`src/rtl/ms_stopwatch_pkg.sv`:
```
// rtl/ms_stopwatch_pkg.sv - shared state type and BCD constants for ms_stopwatch
package ms_stopwatch_pkg;

    typedef enum logic [1:0] {
        IDLE = 2'd0,
        RUN  = 2'd1,
        HOLD = 2'd2
    } sw_state_t;

    localparam logic [3:0] BCD_MAX = 4'd9;
    localparam int         DIGITS  = 4;

endpackage

```
`src/rtl/ms_stopwatch_bcd_counter4.sv`:
```
// rtl/ms_stopwatch_bcd_counter4.sv - 4-digit BCD incrementer with wrap/saturate
module bcd_counter4
    import ms_stopwatch_pkg::*;
(
    input  logic                  clock,
    input  logic                  reset_n,
    input  logic                  clr,
    input  logic                  inc,
    input  logic                  sat,
    output logic [4*DIGITS-1:0]   bcd,
    output logic                  wrap
);

    logic [4*DIGITS-1:0] bcd_next;
    logic                carry;

    // Ripple the increment upward; a digit at (or above) 9 rolls to 0 and passes the carry on.
    always_comb begin
        bcd_next = bcd;
        carry    = inc;
        for (int i = 0; i < DIGITS; i++) begin
            if (carry) begin
                if (bcd[4*i +: 4] >= BCD_MAX) begin
                    bcd_next[4*i +: 4] = 4'd0;
                end else begin
                    bcd_next[4*i +: 4] = bcd[4*i +: 4] + 4'd1;
                    carry              = 1'b0;
                end
            end
        end
        wrap = carry;
    end

    always_ff @(posedge clock) begin
        if (!reset_n || clr) begin
            bcd <= '0;
        end else if (inc && !(wrap && sat)) begin
            bcd <= bcd_next;
        end
    end

endmodule

```
`src/rtl/ms_stopwatch.sv`:
```
// rtl/ms_stopwatch.sv - millisecond stopwatch top; MS_STOPWATCH_SATURATE_EN selects saturate at 9999
module ms_stopwatch
    import ms_stopwatch_pkg::*;
#(
    parameter int SYNC_STAGES = 2
) (
    input  logic        clock,
    input  logic        reset_n,
    input  logic        ms_clk,
    input  logic        start,
    input  logic        stop,
    input  logic        clear,
    output logic [15:0] bcd,
    output logic        running,
    output logic        done,
    output logic        overflow
);

    logic [SYNC_STAGES-1:0] sync_q;
    logic [SYNC_STAGES-1:0] valid_q;
    logic                   prev_q;
    logic                   armed_q;
    logic                   tick_q;
    logic                   sync_bit;

    sw_state_t state_q;
    sw_state_t state_n;

    logic inc;
    logic sat;
    logic wrap;

    assign sync_bit = sync_q[SYNC_STAGES-1];

    // valid_q tracks when the chain holds real samples; armed_q then waits for a low level,
    // so an ms_clk already high at reset release cannot be mistaken for a rising edge.
    always_ff @(posedge clock) begin
        if (!reset_n) begin
            sync_q  <= '0;
            valid_q <= '0;
            prev_q  <= 1'b0;
            armed_q <= 1'b0;
            tick_q  <= 1'b0;
        end else begin
            sync_q  <= {sync_q[SYNC_STAGES-2:0], ms_clk};
            valid_q <= {valid_q[SYNC_STAGES-2:0], 1'b1};
            prev_q  <= sync_bit;
            if (valid_q[SYNC_STAGES-1] && !sync_bit) begin
                armed_q <= 1'b1;
            end
            tick_q  <= sync_bit & ~prev_q & armed_q;
        end
    end

    always_comb begin
        state_n = state_q;
        if (clear) begin
            state_n = IDLE;
        end else begin
            case (state_q)
                IDLE:    if (start && !stop) state_n = RUN;
                RUN:     if (stop) state_n = HOLD;
                HOLD:    if (start && !stop) state_n = RUN;
                default: state_n = IDLE;
            endcase
        end
    end

    // A tick is dropped when the same cycle leaves RUN.
    assign inc = tick_q && (state_q == RUN) && !clear && !stop;

`ifdef MS_STOPWATCH_SATURATE_EN
    assign sat = 1'b1;
`else
    assign sat = 1'b0;
`endif

    always_ff @(posedge clock) begin
        if (!reset_n) begin
            state_q  <= IDLE;
            running  <= 1'b0;
            done     <= 1'b0;
            overflow <= 1'b0;
        end else begin
            state_q  <= state_n;
            running  <= (state_n == RUN);
            done     <= (state_q == RUN) && (state_n == HOLD);
            overflow <= clear ? 1'b0 : (overflow | (inc & wrap));
        end
    end

    bcd_counter4 u_counter (
        .clock   (clock),
        .reset_n (reset_n),
        .clr     (clear),
        .inc     (inc),
        .sat     (sat),
        .bcd     (bcd),
        .wrap    (wrap)
    );

endmodule

```
`config.mk`:
```
export PLATFORM = sky130hd
export DESIGN_NAME = ms_stopwatch
export DESIGN_NICKNAME = d
export VERILOG_FILES = /design/src/rtl/ms_stopwatch_pkg.sv /design/src/rtl/ms_stopwatch_bcd_counter4.sv /design/src/rtl/ms_stopwatch.sv
export SDC_FILE = /design/constraint.sdc
export NUM_CORES = 1
export LEC_CHECK = 0
export ABC_AREA = 1
export BUFFER_PORTS_ARGS = -buffer_cell sky130_fd_sc_hd__buf_4
export CAP_MARGIN = 20
export CELL_PAD_IN_SITES_DETAIL_PLACEMENT = 1
export CELL_PAD_IN_SITES_GLOBAL_PLACEMENT = 1
export CORE_MARGIN = 2
export CORE_UTILIZATION = 42
export CTS_BUF_LIST = sky130_fd_sc_hd__clkbuf_16
export CTS_CLUSTER_SIZE = 16
export DETAILED_ROUTE_END_ITERATION = 6
export GPL_TIMING_DRIVEN = 0
export PLACE_DENSITY_LB_ADDON = 0.15
export SKIP_CTS_REPAIR_TIMING = 1
export SYNTH_ARGS = -nofsm -noshare
export SYNTH_HDL_FRONTEND = slang
export SYNTH_SLANG_ARGS = --single-unit
```
`constraint.sdc`:
```
create_clock -name clock -period 4.31 [get_ports clock]
set_input_delay 0.2155 -clock clock [delete_from_list [all_inputs] [get_ports clock]]
set_output_delay 0.2155 -clock clock [all_outputs]
set_load 0.03 [all_outputs]
```
==> out/metrics.json, run 1 <==
{
  "pwr": {
    "power.switching_mw": 0.102,
    "report.power.total_mw": 0.555,
    "peakVddDrop_mv": 0.214,
    "power.combinational.fraction_pct": 3.0,
    "switching_share_pct": 18.4,
    "leak_pwr_nw": 0.778,
    "seq_power_share_pct": 47.4,
    "power_density_nw_per_um2": 330,
    "power_report.internal_total_mw": 0.453,
    "clkPwrFrac_pct": 49.6
  },
  "drt": {
    "route.detailed.drc": 0,
    "wl_um": 2850,
    "ant_nets": 0,
    "firstDrtPassIters": 4,
    "avgViaCountPerCell": 4.69,
    "drc_violation_total_after_the_first_tritonroute_iteration": 46,
    "post_drt_wl_per_cell_um": 11.9,
    "vias": 1126
  },
  "critical_path": {
    "reg2reg_depth": 6,
    "critical-path-top-delay-family": "flip-flops",
    "cp-startpoint": "u_counter.bcd[4]$_SDFFE_PP0P_",
    "timing.critical_path.cells": "inv_1, ha_1, a21oi_4, nand2_1, nand2_1, o21ai_0",
    "crit_fanout": 7,
    "worstPathBufferInverterCount": 1,
    "critPathCaptureType": "flip-flop",
    "r2r_start": "u_counter.bcd[4]$_SDFFE_PP0P_",
    "crit_path_frequent_cell": "sky130_fd_sc_hd__nand2_1",
    "slowest_delay_ps": 440,
    "worst_path_max_delay_cell": "sky130_fd_sc_hd__dfxtp_1",
    "crit_type": "flip-flop to flip-flop",
    "critPathArrivalTime_ps": 1790,
    "worst_setup_path_start_kind": "flip-flop",
    "worstPathRequired_ps": 4460,
    "timing.critical_path.depth": 6
  },
  "final_layout": {
    "layout-drive-gt1-share_pct": 20.4,
    "antenna-diode-count": 0,
    "filler_cell_count": 399,
    "area.growth.synth_to_final_pct": 25.4,
    "final_net_count": 215,
    "seqCellArea_um2": 561,
    "multi_input_area_um2": 652
  },
  "yosys": {
    "yosys_warnings": 0,
    "syn-mean-instance-area_um2": 7.98,
    "ys_seq_elements": 28,
    "mappedNetlistArea_um2": 1340,
    "syn-instance-count": 168,
    "ys_seq_area_share_pct": 41.8,
    "synth_area_leader_cell": "sky130_fd_sc_hd__dfxtp_1",
    "netlist.area_leader.share_pct": 41.8,
    "syn_nets": 186,
    "top_post_synthesis_cells_by_area": "sky130_fd_sc_hd__dfxtp_1 (42%), sky130_fd_sc_hd__ha_1 (11%), sky130_fd_sc_hd__nand2_1 (8.7%), sky130_fd_sc_hd__inv_1 (8.4%), sky130_fd_sc_hd__nor2_1 (6.4%)",
    "synth.lib_cells_used.distinct": 26
  },
  "flow_run": {
    "cap_violations": 0
  },
  "timing": {
    "finalMaxSlewViolations": 0,
    "totalNegativeSetupSlack_ps": 0,
    "min_period_over_period_pct": 38.0,
    "fmax_mhz": 610,
    "slew_headroom_pct": 72.2,
    "setup-violations-final": 0,
    "setup_ws_ps": 2670,
    "final-hold-violation-count": 0,
    "finClkSkew_ps": 4.56,
    "rsz_0062_raised_after_global_routing": "false",
    "worst-slew-pin-transition_ps": 417,
    "layout_min_cycle_time_ps": 1640
  },
  "worst_hold_path": {
    "hold_depth": 1,
    "worstHoldStart": "reset_n",
    "class_of_the_tightest_hold_or_removal_check": "input port to flip-flop"
  },
  "placed_design": {
    "place_hpwl_um": 2110,
    "pre_cts_ws_ps": 2680,
    "gp_congestion": 0.758,
    "placement.io_buffers": 24
  },
  "die": {
    "core_region_area_um2": 3050,
    "initial_core_util_pct": 43.9,
    "num_rows": 20,
    "num_io_pins": 25,
    "design.die.area_um2": 3660,
    "chipHeight_um": 60.5,
    "die-width_um": 60.5
  },
  "clock_network": {
    "clk_root_buffer_cell": "sky130_fd_sc_hd__clkbuf_16",
    "cts_num_sinks": 28,
    "cts_htree_levels": 1,
    "cts.clk_slew.worst_paths_ps": 70,
    "inserted_clock_buffers": 3,
    "tritoncts": "built",
    "clockBufferDepth": 2,
    "clock_latency_ps": 260
  },
  "status": {
    "outcome": "finished clean"
  },
  "global_routing": {
    "grt_first_pass_wirelength_um": 4950,
    "track_usage_pct": 17.9,
    "grt_start_max_net_pins": 17,
    "grt_pass1_vias": 1152,
    "grt_antenna_before_repair": 0,
    "overflow": 0
  }
}
==> registers in the layout, indices dropped and copies added, names as in the netlist <==
signal         flops
valid_q            2
armed_q            1
state_q            2
prev_q             1
u_counter.bcd     16
sync_q             2
tick_q             1
running            1
done               1
overflow           1
==> final cells by class <==
cell class | instances | share of cell area [%]
Buffer | 1 | 0.670
Inverter | 31 | 6.92
Tap cell | 44 | 3.28
Clock inverter | 1 | 1.79
Clock buffer | 3 | 4.47
Sequential cell | 28 | 33.4
Multi-Input combinational cell | 108 | 38.8
Timing Repair Buffer | 24 | 10.7
==> cells in the mapped netlist <==
library cell and number:
sky130_fd_sc_hd__nand3_2 1, sky130_fd_sc_hd__buf_6 1, sky130_fd_sc_hd__nor2_2 2, sky130_fd_sc_hd__xor2_1 2, sky130_fd_sc_hd__xnor2_1 1, sky130_fd_sc_hd__nor2_4 2
sky130_fd_sc_hd__o21ai_1 1, sky130_fd_sc_hd__a21oi_1 11, sky130_fd_sc_hd__inv_2 1, sky130_fd_sc_hd__a21oi_2 1, sky130_fd_sc_hd__dfxtp_1 28, sky130_fd_sc_hd__inv_1 30
sky130_fd_sc_hd__nand3_1 2, sky130_fd_sc_hd__nand4_2 1, sky130_fd_sc_hd__o31ai_1 1, sky130_fd_sc_hd__ha_1 12, sky130_fd_sc_hd__nand2_4 1, sky130_fd_sc_hd__a2111oi_0 2
sky130_fd_sc_hd__o21ai_0 3, sky130_fd_sc_hd__nor2_1 23, sky130_fd_sc_hd__nand2_1 31, sky130_fd_sc_hd__nor3_1 4, sky130_fd_sc_hd__nand4_1 4, sky130_fd_sc_hd__a21oi_4 1
sky130_fd_sc_hd__nor4_1 1, sky130_fd_sc_hd__nand3_4 1
==> cell families after synthesis <==
kind of cell	share of synthesized area, %
and+or+nand+nor	26.1
AOI/OAI and AO/OA	9.34
buffers and inverters	9.52
adders and majority gates	11.2
DFF	41.8
xor gates and xnor gates	1.96
==> power by group through the flow <==
| stage | clock (mW) | combinational [mW] | sequential [mW] |
|---|---|---|---|
| 6_report | 0.275 | 0.0167 | 0.263 |
| 5_1_grt | 0.292 | 0.0190 | 0.264 |
| 4_1_cts | 0.280 | 0.0169 | 0.263 |
| 3_5_place_dp | 0 | 0.0167 | 0.269 |
| 3_3_place_gp | 0 | 0.0160 | 0.269 |
| 2_1_floorplan | 0 | 0.00854 | 0.270 |
==> routing by layer <==
metal | GRT usage (%) | wire [µm] | vias to the layer above | part of all wire (%)
met1 | 21.4 | 1270 | 523 | 45
met4 | 6.52 | 47 | 0 | 1.7
li1 | - | - | 580 | -
met2 | 32.0 | 1440 | 17 | 51
met5 | 0 | 0 | - | 0
met3 | 3.20 | 87 | 6 | 3.1
==> placed cells by master, fill, tap and decap left out, types with 3 or more instances in the layout <==
master	count
sky130_fd_sc_hd__ha_1	12
sky130_fd_sc_hd__nand2_1	31
sky130_fd_sc_hd__inv_1	30
sky130_fd_sc_hd__nand4_1	4
sky130_fd_sc_hd__clkbuf_16	3
sky130_fd_sc_hd__dfxtp_1	28
sky130_fd_sc_hd__buf_4	24
sky130_fd_sc_hd__nor3_1	4
sky130_fd_sc_hd__a21oi_1	11
sky130_fd_sc_hd__o21ai_0	3
sky130_fd_sc_hd__nor2_1	23
==> stage by stage <==
| stage | area, µm² | cells | utilization [%] | hold WS (ps) |
|---|---|---|---|---|
| 2_1_floorplan | 1340 | 168 | - | 243 |
| 3_3_place_gp | 1580 | 236 | 51.6 | 363 |
| 3_5_place_dp | 1580 | 236 | 51.6 | 365 |
| 4_1_cts | 1680 | 240 | 55.0 | 94.5 |
| 5_1_grt | 1680 | 240 | 55.0 | 101 |
| 6_report | 1680 | 240 | 55.0 | 95.2 |
==> final timing paths <==
path	endpoint	slack (ps)
worst min register to register	tick_q$_SDFF_PN0_	400
worst max register to register	u_counter.bcd[9]$_SDFFE_PP0P_	2670
worst max-delay path	u_counter.bcd[9]$_SDFFE_PP0P_	2670
worst min-delay path	valid_q[0]$_DFF_P_	100
Power figures use the tool's default switching activity.
==> inputs of run 2 (changes only) <==
- CORE_UTILIZATION: 42 -> 35
- clock period: 4.31 -> 1.5 ns (I/O delays scaled with it)
==> out/metrics.json, run 2 (synthesis results as in run 1) <==
{
  "global_routing": {
    "gr-max-usage-layer": "met2",
    "grt_start_max_net_pins": 17,
    "grt_first_pass_wirelength_um": 5030,
    "grt_pass1_vias": 1181,
    "overflow": 0,
    "track_usage_pct": 14.9,
    "grt_antenna_before_repair": 0,
    "groute.layer.met2.usage_pct": 28.7,
    "use_met1_pct": 16.3,
    "global_route.usage.met3_pct": 2.56
  },
  "timing": {
    "fmax_mhz": 691,
    "final-hold-violation-count": 0,
    "layout_min_cycle_time_ps": 1450,
    "setup-violations-final": 0,
    "timing.hold.ws_ps": 3.80,
    "min_period_over_period_pct": 96.5,
    "finalMaxSlewViolations": 0,
    "finClkSkew_ps": 1.43,
    "slew_headroom_pct": 69.5,
    "worst-slew-pin-transition_ps": 457
  },
  "pwr": {
    "report.power.total_mw": 1.60,
    "leak_pwr_nw": 0.843,
    "power_density_nw_per_um2": 857,
    "peakVddDrop_mv": 0.494
  },
  "die": {
    "num_io_pins": 25,
    "die-width_um": 65.9,
    "core_region_area_um2": 3660,
    "design.die.area_um2": 4340,
    "initial_core_util_pct": 36.6,
    "num_rows": 22,
    "chipHeight_um": 65.9
  },
  "placed_design": {
    "cell_area_reported_after_detailed_placement_um2": 1590,
    "cells_after_dpl": 240,
    "place_hpwl_um": 2220,
    "placement.io_buffers": 24,
    "gp_congestion": 0.752
  },
  "drt": {
    "wl_um": 3300,
    "drc_violation_total_after_the_first_tritonroute_iteration": 26,
    "vias": 1190,
    "route.detailed.drc": 0,
    "post_drt_wl_per_cell_um": 13.0,
    "firstDrtPassIters": 2,
    "avgViaCountPerCell": 4.69,
    "ant_nets": 0
  },
  "final_layout": {
    "max_flop_register": "u_counter.bcd",
    "stdcell_count": 254,
    "final_net_count": 225,
    "layout-drive-gt1-share_pct": 37.4,
    "post-route-cell-area_um2": 1870,
    "filler_cell_count": 435,
    "antenna-diode-count": 0,
    "largest_register_ff_count": 16,
    "area.growth.synth_to_final_pct": 39.3,
    "final_cell_mix": "sky130_fd_sc_hd__buf_4 (32), sky130_fd_sc_hd__inv_1 (25), sky130_fd_sc_hd__nand2_1 (23)",
    "final_common_cell": "sky130_fd_sc_hd__buf_4"
  },
  "clock_network": {
    "cts_num_sinks": 28,
    "clk_root_buffer_cell": "sky130_fd_sc_hd__clkbuf_16",
    "tritoncts": "built",
    "inserted_clock_buffers": 3,
    "cts_htree_levels": 1,
    "clock_latency_ps": 260,
    "clockBufferDepth": 2,
    "cts.clk_slew.worst_paths_ps": 70
  },
  "status": {
    "outcome": "finished clean"
  },
  "critical_path": {
    "crit_fanout": 7,
    "critPathArrivalTime_ps": 1640,
    "worstPathRequired_ps": 1700,
    "critPathCaptureType": "flip-flop",
    "crit_type": "flip-flop to flip-flop",
    "worst_setup_path_start_kind": "flip-flop"
  },
  "worst_hold_path": {
    "class_of_the_tightest_hold_or_removal_check": "input port to flip-flop"
  },
  "flow_run": {
    "cap_violations": 0
  }
}
## run 2: cell types whose count changed in the layout (fill, tap and decap cells not counted), sizes merged
cell | before | now
buf | 25 | 34
dlygate4sd3 | 0 | 1
## run 2: worst paths after layout
check	cells past startpoint	slack, ps	endpoint	startpoint
setup / recovery	7	50	u_counter.bcd[13]$_SDFFE_PP0P_	u_counter.bcd[4]$_SDFFE_PP0P_
hold / removal	3	4	sync_q[0]$_SDFF_PN0_	ms_clk
setup reg to reg	7	50	u_counter.bcd[13]$_SDFFE_PP0P_	u_counter.bcd[4]$_SDFFE_PP0P_
hold reg to reg	1	410	tick_q$_SDFF_PN0_	prev_q$_SDFF_PN0_
## run 2: layer usage
layer	up-vias	share of wire [%]
li1	600	-
met4	0	0.67
met1	573	41
met5	-	0
met2	15	56
met3	2	2.2
## run 2: worst max-delay path: stages, from the launching register on
cell	delay, ps
sky130_fd_sc_hd__dfxtp_4	370
sky130_fd_sc_hd__inv_1	60
sky130_fd_sc_hd__ha_2	190
sky130_fd_sc_hd__a21oi_4	290
sky130_fd_sc_hd__nand3_4	190
sky130_fd_sc_hd__nand2_2	110
sky130_fd_sc_hd__nand2_1	50
sky130_fd_sc_hd__nor2_1	120
## run 2: area by class of cell
type                            count  area, µm²  share of cell area (%)
Multi-Input combinational cell    108        732                    39.2
Sequential cell                    28        582                    31.2
Timing Repair Buffer               34        255                    13.7
Inverter                           31        121                    6.50
Clock buffer                        3       75.1                    4.02
Tap cell                           48       60.1                    3.22
Clock inverter                      1       30.0                    1.61
Buffer                              1       11.3                   0.603
## run 2: stage by stage
step,setup TNS [ps],worst slack [ps],utilization [%]
after floorplan,0,28.1,-
after global placement,-5.45,-5.45,43.4
final,0,52.7,51.0
after CTS,-473,-81.2,46.2
after global routing,-78.6,-51.3,51.0
after detailed placement,-110,-50.2,43.4
## run 2: power breakdown
part / internal (mW) / switching (mW)
logic: 0.0200 / 0.0309
registers: 0.744 / 0.00425
clock network: 0.532 / 0.270
total: 1.30 / 0.305
==> inputs of run 3 (changes only) <==
- REMOVE_ABC_BUFFERS: unset -> 1
==> out/metrics.json, run 3 (synthesis results as in run 1) <==
{
  "final_layout": {
    "final_net_count": 223,
    "post-route-cell-area_um2": 1860,
    "antenna-diode-count": 0,
    "final_common_cell": "sky130_fd_sc_hd__buf_4",
    "layout-drive-gt1-share_pct": 33.8,
    "area.growth.synth_to_final_pct": 38.9,
    "final_cell_mix": "sky130_fd_sc_hd__buf_4 (28), sky130_fd_sc_hd__inv_1 (27), sky130_fd_sc_hd__nand2_1 (26)",
    "max_flop_register": "u_counter.bcd",
    "largest_register_ff_count": 16
  },
  "status": {
    "outcome": "finished with violations",
    "failing_checks": "negative hold slack"
  },
  "die": {
    "core_region_area_um2": 3660,
    "chipHeight_um": 65.9,
    "die-width_um": 65.9,
    "initial_core_util_pct": 36.6,
    "num_rows": 22,
    "num_io_pins": 25,
    "design.die.area_um2": 4340
  },
  "placed_design": {
    "gp_congestion": 0.810,
    "pre_cts_ws_ps": -308,
    "cell_area_reported_after_detailed_placement_um2": 1570,
    "place_hpwl_um": 2060,
    "placement.io_buffers": 24
  },
  "pwr": {
    "leak_pwr_nw": 0.831,
    "report.power.total_mw": 1.41,
    "peakVddDrop_mv": 0.603,
    "power_density_nw_per_um2": 759
  },
  "clock_network": {
    "clk_root_buffer_cell": "sky130_fd_sc_hd__clkbuf_16",
    "tritoncts": "built",
    "inserted_clock_buffers": 3,
    "cts_num_sinks": 28,
    "clock_latency_ps": 260,
    "cts_htree_levels": 1,
    "cts.clk_slew.worst_paths_ps": 70,
    "clockBufferDepth": 2
  },
  "global_routing": {
    "grt_pass1_vias": 1146,
    "overflow": 0,
    "grt_antenna_before_repair": 0,
    "grt_start_max_net_pins": 16,
    "track_usage_pct": 14.3,
    "grt_first_pass_wirelength_um": 4840
  },
  "drt": {
    "avgViaCountPerCell": 4.58,
    "ant_nets": 0,
    "wl_um": 2950,
    "route.detailed.drc": 0,
    "firstDrtPassIters": 2,
    "post_drt_wl_per_cell_um": 11.7,
    "wl_met3_um": 93,
    "met1Wirelength_um": 1220,
    "drc_violation_total_after_the_first_tritonroute_iteration": 24,
    "maxUsedRoutingLayer": "met4",
    "total_length_of_routed_met2_wires_um": 1600,
    "vias": 1154
  },
  "timing": {
    "final-hold-violation-count": 1,
    "finalMaxSlewViolations": 0,
    "min_period_over_period_pct": 95.4,
    "rsz_0062_raised_after_global_routing": "true",
    "timing.hold.ws_ps": -7.48,
    "slew_headroom_pct": 68.2,
    "finClkSkew_ps": 0.800,
    "setup_ws_ps": 68.3,
    "layout_min_cycle_time_ps": 1430,
    "worst-slew-pin-transition_ps": 477,
    "fmax_mhz": 698,
    "setup-violations-final": 0
  },
  "critical_path": {
    "crit_type": "flip-flop to flip-flop",
    "critPathArrivalTime_ps": 1590,
    "crit_fanout": 5,
    "critPathCaptureType": "flip-flop",
    "worstPathRequired_ps": 1660,
    "worst_setup_path_start_kind": "flip-flop"
  },
  "flow_run": {
    "cap_violations": 0
  },
  "worst_hold_path": {
    "class_of_the_tightest_hold_or_removal_check": "input port to flip-flop"
  }
}
[run 3: cell types whose count changed in the layout (fill, tap and decap cells not counted), moves of 2 or more]
cell                      before  now
sky130_fd_sc_hd__buf_4        32   28
sky130_fd_sc_hd__nand2_2       8    4
sky130_fd_sc_hd__dfxtp_4       5    2
sky130_fd_sc_hd__nand2_1      23   26
sky130_fd_sc_hd__buf_12        0    2
sky130_fd_sc_hd__dfxtp_2       2    4
sky130_fd_sc_hd__ha_1          8   10
sky130_fd_sc_hd__ha_2          2    0
sky130_fd_sc_hd__inv_1        25   27
sky130_fd_sc_hd__inv_2         4    2
[run 3: area by class of cell]
class                      instances  area [µm²]
clock buffer                       3        75.1
fill                             447        1800
timing repair buffer              33         283
clock inverter                     1        3.75
multi-input combinational        108         746
sequential                        28         573
inverter                          31         121
tap                               48        60.1
[run 3: path summary, 6_finish.rpt]
check                                start                             to  slack [ps]  cells past startpoint
max          u_counter.bcd[1]$_SDFFE_PP0P_  u_counter.bcd[6]$_SDFFE_PP0P_          70                     11
min                                 ms_clk           sync_q[0]$_SDFF_PN0_          -7                      3
max reg2reg  u_counter.bcd[1]$_SDFFE_PP0P_  u_counter.bcd[6]$_SDFFE_PP0P_          70                     11
min reg2reg              prev_q$_SDFF_PN0_              tick_q$_SDFF_PN0_         400                      1
[run 3: where the power goes]
group | internal (mW) | switching, mW | leakage [nW] | total, mW
Sequential | 0.750 | 0.00415 | 0.231 | 0.754
Combinational | 0.0205 | 0.0309 | 0.561 | 0.0514
Clock | 0.357 | 0.250 | 0.0385 | 0.608
[run 3: worst max-delay path, cell delays in order, from the launching register on]
cell	delay, ps
sky130_fd_sc_hd__dfxtp_2	360
sky130_fd_sc_hd__inv_4	60
sky130_fd_sc_hd__ha_4	160
sky130_fd_sc_hd__nor2_4	90
sky130_fd_sc_hd__nand2_2	60
sky130_fd_sc_hd__nand2_2	70
sky130_fd_sc_hd__nor2_4	50
sky130_fd_sc_hd__buf_6	120
sky130_fd_sc_hd__buf_12	120
sky130_fd_sc_hd__nand2_4	50
sky130_fd_sc_hd__xor2_2	140
sky130_fd_sc_hd__nor2_2	40
[run 3: stage by stage]
stage	utilization, %	setup TNS (ps)	cells
floorplan	-	-3030	167
global placement	42.9	-2360	239
detailed placement	42.9	-2850	239
CTS	45.0	-3400	243
global route	50.9	-231	252
finish	50.9	0	252
[run 3: layer usage]
layer	up-vias	track usage (%)
met5	-	0
met4	0	5.47
met1	533	15.8
met2	18	26.8
met3	4	2.56
li1	599	-
